[config.mk]
export PLATFORM = sky130hd
export DESIGN_NAME = vdb_hex_display_ctrl
export DESIGN_NICKNAME = d
export VERILOG_FILES = /design/src/rtl/vdb_hex_display_ctrl.sv
export SDC_FILE = /design/constraint.sdc
export NUM_CORES = 1
export LEC_CHECK = 0
export ABC_AREA = 1
export BUFFER_PORTS_ARGS = -buffer_cell sky130_fd_sc_hd__buf_4
export CAP_MARGIN = 30
export CORE_ASPECT_RATIO = 0.6
export CORE_MARGIN = 10
export CORE_UTILIZATION = 48
export CTS_CLUSTER_DIAMETER = 150
export CTS_CLUSTER_SIZE = 40
export DETAILED_ROUTE_END_ITERATION = 7
export PLACE_DENSITY = 0.64
export SYNTH_ARGS = -nofsm -noshare
export SYNTH_HDL_FRONTEND = slang
export SYNTH_SLANG_ARGS = --single-unit
export TNS_END_PERCENT = 5
[constraint.sdc]
create_clock -name CLK_50 -period 3.65 [get_ports CLK_50]
set_clock_uncertainty 0.15 [all_clocks]
set_input_delay 0 -clock CLK_50 [delete_from_list [all_inputs] [get_ports CLK_50]]
set_output_delay 0 -clock CLK_50 [all_outputs]
set_load 0.005 [all_outputs]
[src/rtl/vdb_hex_display_ctrl.sv]
// vdb_hex_display_ctrl
// Multi-digit 7-segment controller. A packed hex value is accepted over a
// valid/ready handshake, decoded one digit per cycle into a staging register
// (MSB first, so leading-zero blanking can be tracked in a single pass), and
// then committed to the display register in one edge so the outputs never
// show a half-written value. The output stage applies PWM brightness,
// per-digit blink and the board's segment polarity.
module vdb_hex_display_ctrl #(
  parameter int DIGITS     = 6,
  parameter int PWM_BITS   = 4,
  parameter int BLINK_DIV  = 25_000_000,
  parameter int ACTIVE_LOW = 1
) (
  input  logic                  CLK_50,
  input  logic                  RESET_N,
  input  logic                  LOAD_VALID,
  output logic                  LOAD_READY,
  input  logic [4*DIGITS-1:0]   LOAD_DATA,
  input  logic [DIGITS-1:0]     LOAD_DP,
  input  logic                  BLANK_LZ,
  input  logic [DIGITS-1:0]     BLINK_EN,
  input  logic [PWM_BITS-1:0]   BRIGHTNESS,
  output logic [8*DIGITS-1:0]   HEX
);

  localparam int IDX_W   = (DIGITS > 1) ? $clog2(DIGITS) : 1;
  localparam int BLINK_W = $clog2(BLINK_DIV);

  localparam logic [IDX_W-1:0]   IDX_TOP    = IDX_W'(DIGITS - 1);
  localparam logic [BLINK_W-1:0] BLINK_LAST = BLINK_W'(BLINK_DIV - 1);
  localparam logic [7:0]         OFF_DIGIT  = (ACTIVE_LOW != 0) ? 8'hFF : 8'h00;

  typedef enum logic [1:0] {
    ST_IDLE   = 2'd0,
    ST_DECODE = 2'd1,
    ST_COMMIT = 2'd2
  } state_t;

  state_t                state_q;
  logic                  ready_q;
  logic [4*DIGITS-1:0]   data_q;
  logic [DIGITS-1:0]     dp_q;
  logic                  lz_q;
  logic [IDX_W-1:0]      idx_q;
  logic                  nz_q;
  logic [8*DIGITS-1:0]   stage_q;
  logic [8*DIGITS-1:0]   disp_q;

  logic [PWM_BITS-1:0]   pwm_cnt_q;
  logic [BLINK_W-1:0]    blink_cnt_q;
  logic                  phase_q;
  logic [8*DIGITS-1:0]   hex_q;

  logic [3:0]            nib_s;
  logic                  nz_d;
  logic                  blank_s;
  logic [7:0]            dec_byte_d;
  logic                  pwm_on_s;
  logic [8*DIGITS-1:0]   hex_d;

  // Hex nibble to segment pattern, lit = 1, bit order g..a.
  function automatic logic [6:0] seg_decode(input logic [3:0] nib);
    logic [6:0] seg;
    case (nib)
      4'h0:    seg = 7'h3F;
      4'h1:    seg = 7'h06;
      4'h2:    seg = 7'h5B;
      4'h3:    seg = 7'h4F;
      4'h4:    seg = 7'h66;
      4'h5:    seg = 7'h6D;
      4'h6:    seg = 7'h7D;
      4'h7:    seg = 7'h07;
      4'h8:    seg = 7'h7F;
      4'h9:    seg = 7'h6F;
      4'hA:    seg = 7'h77;
      4'hB:    seg = 7'h7C;
      4'hC:    seg = 7'h39;
      4'hD:    seg = 7'h5E;
      4'hE:    seg = 7'h79;
      4'hF:    seg = 7'h71;
      default: seg = 7'h00;
    endcase
    return seg;
  endfunction

  // Decode of the digit currently addressed by the scan index, with blanking.
  always_comb begin
    nib_s      = data_q[{idx_q, 2'b00} +: 4];
    nz_d       = nz_q | (nib_s != 4'h0);
    blank_s    = lz_q & ~nz_d & (idx_q != '0);
    if (blank_s) begin
      dec_byte_d = {dp_q[idx_q], 7'h00};
    end else begin
      dec_byte_d = {dp_q[idx_q], seg_decode(nib_s)};
    end
  end

  // Load handshake, sequential decode into staging, atomic commit.
  always_ff @(posedge CLK_50) begin
    if (!RESET_N) begin
      state_q <= ST_IDLE;
      ready_q <= 1'b1;
      data_q  <= '0;
      dp_q    <= '0;
      lz_q    <= 1'b0;
      idx_q   <= '0;
      nz_q    <= 1'b0;
      stage_q <= '0;
      disp_q  <= '0;
    end else begin
      case (state_q)
        ST_IDLE: begin
          if (LOAD_VALID && ready_q) begin
            data_q  <= LOAD_DATA;
            dp_q    <= LOAD_DP;
            lz_q    <= BLANK_LZ;
            idx_q   <= IDX_TOP;
            nz_q    <= 1'b0;
            ready_q <= 1'b0;
            state_q <= ST_DECODE;
          end else begin
            ready_q <= 1'b1;
          end
        end
        ST_DECODE: begin
          stage_q[{idx_q, 3'b000} +: 8] <= dec_byte_d;
          nz_q <= nz_d;
          if (idx_q == '0) begin
            state_q <= ST_COMMIT;
          end else begin
            idx_q <= idx_q - 1'b1;
          end
        end
        ST_COMMIT: begin
          disp_q  <= stage_q;
          ready_q <= 1'b1;
          state_q <= ST_IDLE;
        end
        default: begin
          ready_q <= 1'b1;
          state_q <= ST_IDLE;
        end
      endcase
    end
  end

  // Free-running PWM counter and blink half-period counter with phase.
  always_ff @(posedge CLK_50) begin
    if (!RESET_N) begin
      pwm_cnt_q   <= '0;
      blink_cnt_q <= '0;
      phase_q     <= 1'b0;
    end else begin
      pwm_cnt_q <= pwm_cnt_q + 1'b1;
      if (blink_cnt_q == BLINK_LAST) begin
        blink_cnt_q <= '0;
        phase_q     <= ~phase_q;
      end else begin
        blink_cnt_q <= blink_cnt_q + 1'b1;
      end
    end
  end

  // Brightness gate: all-ones duty means always on.
  always_comb begin
    if (BRIGHTNESS == {PWM_BITS{1'b1}}) begin
      pwm_on_s = 1'b1;
    end else begin
      pwm_on_s = (pwm_cnt_q < BRIGHTNESS);
    end
  end

  // Per-digit output gating (PWM, blink) and polarity.
  always_comb begin
    hex_d = '0;
    for (int i = 0; i < DIGITS; i++) begin
      hex_d[i*8 +: 8] = (disp_q[i*8 +: 8] &
                         {8{pwm_on_s & ~(phase_q & BLINK_EN[i])}}) ^ OFF_DIGIT;
    end
  end

  // Registered segment outputs.
  always_ff @(posedge CLK_50) begin
    if (!RESET_N) begin
      hex_q <= {DIGITS{OFF_DIGIT}};
    end else begin
      hex_q <= hex_d;
    end
  end

  assign HEX        = hex_q;
  assign LOAD_READY = ready_q;

endmodule

==> results.sh, run 1 <==
export IMPL_status="finished clean"
export IMPL_post_cts_buffers=0
export IMPL_path_buf_inv=3
export IMPL_fin_crit_sh_pct=77.8
export IMPL_cp_required_ns=3.86
export IMPL_critPathSlowestCell="dfxtp_1"
export IMPL_max_stage_delay_ns=0.78
export IMPL_track_usage_pct=16.9
export IMPL_synth_ff_type="dfxtp_1"
export IMPL_ir_drop_mv=0.284
export IMPL_fp_dieH_um=123
export IMPL_htree_levels=1
export IMPL_relSlewSlack_pct=43.1
export IMPL_synth_edff_count=0
export IMPL_drv_slew=0
export IMPL_first_pass_iters=5
export IMPL_grt_max_degree=98
export IMPL_yosys_warnings=0
export IMPL_numCtsBuffers=9
export IMPL_final_util_pct=57.9
export IMPL_gr_total_overflow=0
export IMPL_place_congestion=0.875
export IMPL_yosysSeqAreaShare_pct=50.4
export IMPL_cts_buffer_depth=3
export IMPL_initial_core_util_pct=49.0
export IMPL_antenna_cells=0
export IMPL_die_w_um=191
export IMPL_ant_nets=0
export IMPL_max_slew_worst_pin_slew_ns=0.851
export IMPL_cts_root_buf="clkbuf_16"
export IMPL_cp_start_kind="register"
export IMPL_path_delay_family="simple AND/OR/NAND/NOR gates"
export IMPL_tns_ns=0
export IMPL_worstSetupPathType="reg -> reg"
export IMPL_crit_path_cell_trace="inv_2 > buf_4 > nor2_1 > nor3_1 > nor2_2 > ha_1 > inv_1 > nor2_1 > nand4_4 > nand2_8 > nor2_4 > nand3_1 > a21oi_1"
export IMPL_antenna_found_initial=0
export IMPL_synthTopCellsByArea="dfxtp_1 (50%), nor2_1 (7.1%), o21ai_0 (6.5%), nand3_1 (5.7%), a21oi_1 (5.0%)"
export IMPL_instances_no_fill=1376
export IMPL_endpoint_kind="register"
export IMPL_min_period_ns=2.84
export IMPL_powerDensity_nw_per_um2=460
export IMPL_setup_viol=0
export IMPL_num_vias=6962
export IMPL_hold_path_class="in -> reg"
export IMPL_cts_tree="yes"
export IMPL_cp_data_arrival_time_ns=3.05
export IMPL_grt_pass1_vias=6448
export IMPL_syn_area_um2=8420
export IMPL_final_nets=1200
export IMPL_cts_clk_slew_worst_paths_ns=0.14
export IMPL_drtIter0Drc=642
export IMPL_syn_inst=1032
export IMPL_drcViolationCount=0
export IMPL_r2r_slack_ns=0.81
export IMPL_critical_path_top_cell_by_count="nor2_1"
export IMPL_drive_gt1_share_pct=16.2
export IMPL_synth_seq_cells=212
export IMPL_routed_via_density=5.06
export IMPL_num_rows=37
export IMPL_hold_buffers=44
export IMPL_insertion_delay_ns=0.48
export IMPL_cts_resized_gates=0
export IMPL_io_buffers=92
export IMPL_routed_wl_um=19900
export IMPL_fmax_mhz=352
export IMPL_grt_pass1_wl_um=33500
export IMPL_io_pins=93
export IMPL_coreArea_um2=17200
export IMPL_cap_violations=0
export IMPL_detailed_place_hpwl_um=14000
export IMPL_dieArea_um2=23400
export IMPL_ys_types=46
export IMPL_async_flop_share_pct=0
export IMPL_synth_top_area_share_pct=50.4
export IMPL_wl_per_cell_um=14.5
export IMPL_clkSinkCount=212
export IMPL_syn_avg_cell_area_um2=8.15
export IMPL_leakagePower_nw=4.08
export IMPL_cp_max_fo=32
export IMPL_final_hold_violation_count=0
export IMPL_synth_nets=1089
export IMPL_area_growth_pct=18.1
export IMPL_synth_top_area_cell="dfxtp_1"
export IMPL_dpl_cell_count=1322
export IMPL_rsz0062_at_grt="no"
-- Yosys cell counts (2+ instances only) --
cell and instances:
nand3_1 96, or2_2 3, a21oi_2 4, o211ai_1 3, nor2_4 6, dfxtp_1 212
nor2_1 160, nor3_1 11, clkinv_1 2, nand2_2 11, nand2_1 101, nor3_4 2
nor4_1 2, nor3b_1 3, o21a_1 7, clkbuf_1 37, a31oi_1 2, o21ai_1 2
clkbuf_8 3, nand4_1 13, nand3b_1 2, inv_2 6, xnor2_1 3, nor2_2 10
inv_4 2, nor4_2 3, buf_6 2, nand3_2 10, ha_1 13, nor4_4 2
nand2_4 2, a21boi_2 6, xor2_1 5, o21ai_0 110, buf_2 3, inv_1 80
a21oi_1 84
-- layout by cell type (no fill, tap or decap), types with 3 or more instances in the layout --
cell type and count:
dfxtp_1 212, nor2_1 159, o21ai_0 110, buf_4 104, nand2_1 101, nand3_1 96, a21oi_1 84, inv_1 80
dlygate4sd3_1 44, nand4_1 13, ha_1 13, nand2_2 11, nor2_2 11, nor3_1 11, nand3_2 10, clkbuf_16 9
o21a_1 7, inv_2 6, nor2_4 6, a21boi_2 6, xor2_1 5, a21oi_2 4, xnor2_1 3, nor3b_1 3
nor4_2 3, or2_2 3, o211ai_1 3
-- worst paths after layout --
kind,startpoint,to,depth (start not counted)
worst max register to register,idx_q[0],stage_q[16],13
worst min-delay path,BRIGHTNESS[0],HEX[1],6
worst max-delay path,idx_q[0],stage_q[16],13
worst min register to register,disp_q[23],HEX[23],1
-- worst reg2reg max path: cells and delay by family (launching register included) --
family                     cells  cell delay, ns
adders and majority gates      1            0.19
buffers and inverters          3            0.39
AOI/OAI and AO/OA              1            0.07
DFF                            1            0.78
and+or+nand+nor                8            1.14
-- sequential cells by signal, summed over array words and instances (netlist names) --
name and flops:
HEX 48, LOAD_READY 1, blink_cnt_q 25, data_q 24, disp_q 48, dp_q 6
idx_q 3, lz_q 1, nz_q 1, phase_q 1, pwm_cnt_q 4, stage_q 48
state_q 2
-- per-layer routing --
metal / routed length (um) / vias up / track usage (%)
met2: 7400 / 161 / 21.8
li1: - / 3622 / -
met5: 0 / - / 0
met3: 1230 / 13 / 3.12
met1: 11100 / 3166 / 28.0
met4: 173 / 0 / 2.20
-- power breakdown --
| part | internal [mW] | switching [mW] |
|---|---|---|
| Combinational | 0.310 | 0.601 |
| Sequential | 2.42 | 0.0627 |
| Clock | 0.467 | 0.710 |
| Total | 3.20 | 1.37 |
-- per-stage QoR --
step | hold slack, ns | power [mW] | setup WS [ns] | area [um2]
floorplan | -0.0151 | 3.17 | 1.10 | 8420
global route | 0.0949 | 4.81 | 0.553 | 9940
global placement | 0.0721 | 3.39 | 0.910 | 9240
CTS | 0.0666 | 4.61 | 0.829 | 9940
finish | 0.0674 | 4.57 | 0.812 | 9940
detailed placement | 0.0841 | 3.40 | 0.848 | 9240
-- kinds of logic (layout without fill, tap and decap cells) --
logic type,Yosys count,in the layout,synth area share [%]
buf+inv,138,248,7.03
simple gates,441,441,25.6
flops,212,212,50.4
xor+xnor,8,8,0.833
compound gates,220,220,14.1
fa+ha+maj,13,13,1.93
-- cell type report --
cell class                      count  area (um2)
Multi-Input combinational cell    682        3580
Timing Repair Buffer              148        1220
Sequential cell                   212        4240
Inverter                           90         343
Clock inverter                      1        30.0
Fill cell                        1602        7240
Clock buffer                        9         225
Tap cell                          234         293
No activity file was read; power rests on OpenSTA's default activity.
==> inputs of run 2 (changes only) <==
PLACE_DENSITY = 0.67   (was 0.64)
clock period = 2.4 ns   (was 3.65 ns; I/O delays follow)
==> results.sh, run 2 (same netlist as run 1, synthesis figures left out) <==
export IMPL_status="finished clean"
export IMPL_powerDensity_nw_per_um2=701
export IMPL_ir_drop_mv=0.450
export IMPL_fp_dieH_um=123
export IMPL_track_usage_pct=18.1
export IMPL_critPathSlowestCell="dlygate4sd3_1"
export IMPL_grt_pass1_vias=6579
export IMPL_first_pass_iters=6
export IMPL_hold_path_class="in -> reg"
export IMPL_mostFrequentLayoutCells="dfxtp_1 (209), nor2_1 (158), buf_4 (113)"
export IMPL_whs_ns=0.0595
export IMPL_drive_gt1_share_pct=17.8
export IMPL_regArea_um2=4250
export IMPL_multi_input_area_um2=3620
export IMPL_final_nets=1221
export IMPL_die_w_um=191
export IMPL_drv_slew=0
export IMPL_gr_total_overflow=0
export IMPL_routed_wl_um=21600
export IMPL_cap_violations=0
export IMPL_cts_clk_slew_worst_paths_ns=0.15
export IMPL_htree_levels=1
export IMPL_crit_path_cell_trace="nand2_1 > nor3_2 > clkinv_1 > buf_4 > o21ai_0 > dlygate4sd3_1 > a21oi_1"
export IMPL_io_pins=93
export IMPL_io_buffers=92
export IMPL_cp_data_arrival_time_ns=2.54
export IMPL_worstSetupPathType="reg -> reg"
export IMPL_relSlewSlack_pct=49.9
export IMPL_fmax_mhz=432
export IMPL_drtIter0Drc=656
export IMPL_initial_core_util_pct=49.0
export IMPL_fin_crit_sh_pct=96.5
export IMPL_coreArea_um2=17200
export IMPL_rsz0062_at_grt="yes"
export IMPL_max_stage_delay_ns=0.60
export IMPL_path_delay_family="buffers and inverters"
export IMPL_cp_start_kind="register"
export IMPL_place_congestion=0.918
export IMPL_setup_viol=0
export IMPL_num_vias=7160
export IMPL_final_hold_violation_count=0
export IMPL_numCtsBuffers=9
export IMPL_grt_pass1_wl_um=35300
export IMPL_area_growth_pct=21.1
export IMPL_drcViolationCount=0
export IMPL_fill_cells=1564
export IMPL_cts_tree="yes"
export IMPL_cts_buffer_depth=3
export IMPL_endpoint_kind="register"
export IMPL_ant_nets=0
export IMPL_final_common_cell="dfxtp_1"
export IMPL_power_total_mw=7.14
export IMPL_min_period_ns=2.31
export IMPL_grt_max_degree=154
export IMPL_insertion_delay_ns=0.48
export IMPL_leakagePower_nw=4.20
export IMPL_cts_root_buf="clkbuf_16"
export IMPL_num_rows=37
export IMPL_cp_max_fo=52
export IMPL_wl_per_cell_um=15.5
export IMPL_post_cts_buffers=0
export IMPL_path_buf_inv=3
export IMPL_final_util_pct=59.4
export IMPL_max_slew_worst_pin_slew_ns=0.751
export IMPL_detailed_place_hpwl_um=15200
export IMPL_dieArea_um2=23400
export IMPL_clkSinkCount=212
export IMPL_cp_required_ns=2.62
export IMPL_antenna_found_initial=1
export IMPL_routed_via_density=5.12
-- run 2: cell types whose count changed in the layout (fill, tap and decap cells not counted), sizes merged --
| cell | change |
|---|---|
| buf | +11 |
| dlygate4sd3 | +10 |
| diode | +1 |
-- run 2: layer usage --
layer | GRT usage [%] | vias up | share of wire, %
met2 | 23.8 | 203 | 38
met3 | 3.40 | 16 | 7.1
met4 | 2.30 | 0 | 0.77
met1 | 29.5 | 3288 | 54
li1 | - | 3653 | -
met5 | 0 | - | 0
-- run 2: where the power goes --
part	internal [mW]	total, mW	leakage (nW)	switching, mW
logic	0.560	1.54	2.35	0.984
clock network	0.709	1.82	0.122	1.11
registers	3.69	3.78	1.72	0.0889
-- run 2: stage by stage --
step | TNS, ns | worst slack, ns | std cells | area, um2
final | 0 | 0.0852 | 1398 | 10200
after global routing | -1.12 | -0.0985 | 1398 | 10200
after CTS | 0 | 0.0325 | 1397 | 10200
after detailed placement | 0 | 0.0912 | 1333 | 9380
after global placement | 0 | 0.116 | 1333 | 9380
after floorplan | -0.121 | -0.0250 | 1032 | 8460
-- run 2: layout make-up --
cell class	count	area share, %
multi-input cells	682	35.5
well taps	234	2.87
diodes	1	0.0245
clock buffers	9	2.21
repair buffers	169	14.0
flip-flops and latches	212	41.7
inverters	90	3.36
clock inverters	1	0.295
-- run 2: worst paths after layout --
check | from | end | slack, ns | cells after the start
max | LOAD_READY | data_q[12] | 0.09 | 7
min | BRIGHTNESS[0] | HEX[3] | 0.06 | 6
max reg2reg | LOAD_READY | data_q[12] | 0.09 | 7
min reg2reg | disp_q[42] | HEX[42] | 0.23 | 1
-- run 2: what timing repair did --
| action | in CTS | in global routing |
|---|---|---|
| hold buffers | 54 | 0 |
| endpoints found under the hold margin | 126 | 0 |
| gates resized for setup | 0 | 5 |
| endpoints found under the setup margin | 0 | 51 |
-- run 2: worst register-to-register path, cell delays in order, from the launching register on --
cell           delay, ns
dfxtp_1             0.39
nand2_1             0.08
nor3_2              0.28
clkinv_1            0.11
buf_4               0.28
o21ai_0             0.27
dlygate4sd3_1       0.60
a21oi_1             0.05
==> inputs of run 3 (changes only) <==
CORE_ASPECT_RATIO = 0.75   (was 0.6)
==> results.sh, run 3 (same netlist as run 1, synthesis figures left out) <==
export IMPL_num_vias=6997
export IMPL_cts_clk_slew_worst_paths_ns=0.14
export IMPL_rsz0062_at_grt="no"
export IMPL_drive_gt1_share_pct=17.9
export IMPL_cap_violations=0
export IMPL_dpl_cell_count=1331
export IMPL_ant_nets=0
export IMPL_crit_path_cell_trace="inv_4 > buf_4 > nor2_1 > nor3_1 > nor2_2 > ha_1 > inv_1 > nor2_2 > nand4_4 > nand2_8 > nor2_4 > nand3_1 > a21oi_1"
export IMPL_ir_drop_mv=0.502
export IMPL_routed_via_density=5.07
export IMPL_detailed_place_hpwl_um=14400
export IMPL_final_hold_violation_count=0
export IMPL_cts_tree="yes"
export IMPL_first_pass_iters=5
export IMPL_r2r_cells=13
export IMPL_num_rows=41
export IMPL_path_delay_family="simple AND/OR/NAND/NOR gates"
export IMPL_multi_input_area_um2=3620
export IMPL_min_period_ns=2.24
export IMPL_cp_start_kind="register"
export IMPL_fmax_mhz=447
export IMPL_io_buffers=92
export IMPL_r2r_slack_ns=0.16
export IMPL_power_total_mw=7.02
export IMPL_cp_data_arrival_time_ns=2.51
export IMPL_instances_no_fill=1380
export IMPL_numCtsBuffers=9
export IMPL_drcViolationCount=0
export IMPL_worstSetupPathType="reg -> reg"
export IMPL_fill_cells=1584
export IMPL_reg2reg_to="stage_q[8]"
export IMPL_worst_slack_ns=0.161
export IMPL_post_place_ws_ns=0.0100
export IMPL_io_pins=93
export IMPL_startpoint="idx_q[0]"
export IMPL_critPathSlowestCell="dfxtp_2"
export IMPL_grt_pass1_vias=6687
export IMPL_final_nets=1202
export IMPL_final_common_cell="dfxtp_1"
export IMPL_final_util_pct=58.7
export IMPL_coreArea_um2=17000
export IMPL_cp_required_ns=2.67
export IMPL_powerDensity_nw_per_um2=703
export IMPL_hold_path_class="in -> reg"
export IMPL_drtIter0Drc=501
export IMPL_wl_per_cell_um=14.6
export IMPL_placed_cell_area_um2=9330
export IMPL_cts_root_buf="clkbuf_16"
export IMPL_regArea_um2=4250
export IMPL_post_cts_buffers=0
export IMPL_max_slew_worst_pin_slew_ns=0.933
export IMPL_grt_max_degree=79
export IMPL_final_area_um2=10000
export IMPL_whs_ns=0.0457
export IMPL_place_congestion=0.917
export IMPL_setup_viol=0
export IMPL_endpoint_kind="register"
export IMPL_cp_max_fo=16
export IMPL_leakagePower_nw=4.10
export IMPL_track_usage_pct=17.0
export IMPL_cts_buffer_depth=3
export IMPL_gr_total_overflow=0
export IMPL_antenna_found_initial=0
export IMPL_status="finished clean"
export IMPL_path_buf_inv=3
export IMPL_drv_slew=0
export IMPL_initial_core_util_pct=49.4
export IMPL_relSlewSlack_pct=37.0
export IMPL_clkSinkCount=212
export IMPL_mostFrequentLayoutCells="dfxtp_1 (209), nor2_1 (157), o21ai_0 (110), buf_4 (110), nand2_1 (100)"
export IMPL_dieArea_um2=23300
export IMPL_die_w_um=173
export IMPL_r2r_start="idx_q[0]"
export IMPL_fp_dieH_um=135
export IMPL_htree_levels=1
export IMPL_max_stage_delay_ns=0.37
export IMPL_cp_endpoint="stage_q[8]"
export IMPL_insertion_delay_ns=0.47
export IMPL_grt_pass1_wl_um=33900
export IMPL_routed_wl_um=20200
export IMPL_antenna_cells=0
export IMPL_fin_crit_sh_pct=93.3
export IMPL_critical_path_top_cell_by_count="nor2_2"
export IMPL_tns_ns=0
export IMPL_area_growth_pct=18.8
export IMPL_crit_cells=13
[run 3: worst min-delay path, cell delays in order]
cell      delay (ns)
buf_4           0.11
inv_1           0.07
o41ai_1         0.15
a21boi_2        0.25
nand3_1         0.07
[run 3: cell type report]
type / count / share of cell area [%]
well taps: 236 / 2.95
clock inverters: 1 / 0.300
clock buffers: 9 / 2.25
inverters: 90 / 3.45
flip-flops and latches: 212 / 42.5
multi-input cells: 682 / 36.2
repair buffers: 150 / 12.3
[run 3: metal layers]
layer | GRT usage, % | up-vias | wire length [um]
li1 | - | 3624 | -
met1 | 24.9 | 3214 | 10300
met2 | 26.5 | 146 | 8690
met3 | 2.42 | 13 | 981
met4 | 2.48 | 0 | 210
met5 | 0 | - | 0
[run 3: power by group]
group | internal [mW] | total (mW) | leakage, nW | switching [mW]
Sequential | 3.69 | 3.77 | 1.72 | 0.0843
Clock | 0.709 | 1.80 | 0.122 | 1.09
Combinational | 0.500 | 1.45 | 2.25 | 0.954
Total | 4.90 | 7.02 | 4.10 | 2.13
[run 3: how the worst min path moves through the flow]
stage,from,endpoint,cells after the start
final,BRIGHTNESS[0],HEX[39],5
after global routing,BRIGHTNESS[0],HEX[39],5
after CTS,BRIGHTNESS[0],HEX[39],5
after detailed placement,LOAD_DATA[0],data_q[0],3
after global placement,LOAD_DP[3],dp_q[3],3
after floorplan,LOAD_DATA[7],data_q[7],2
[run 3: what timing repair did]
action,in CTS,in global routing
hold buffers,39,0
hold endpoints to repair,84,0
setup endpoints to repair,1,36
pin swaps,0,1
gates resized for setup,1,9
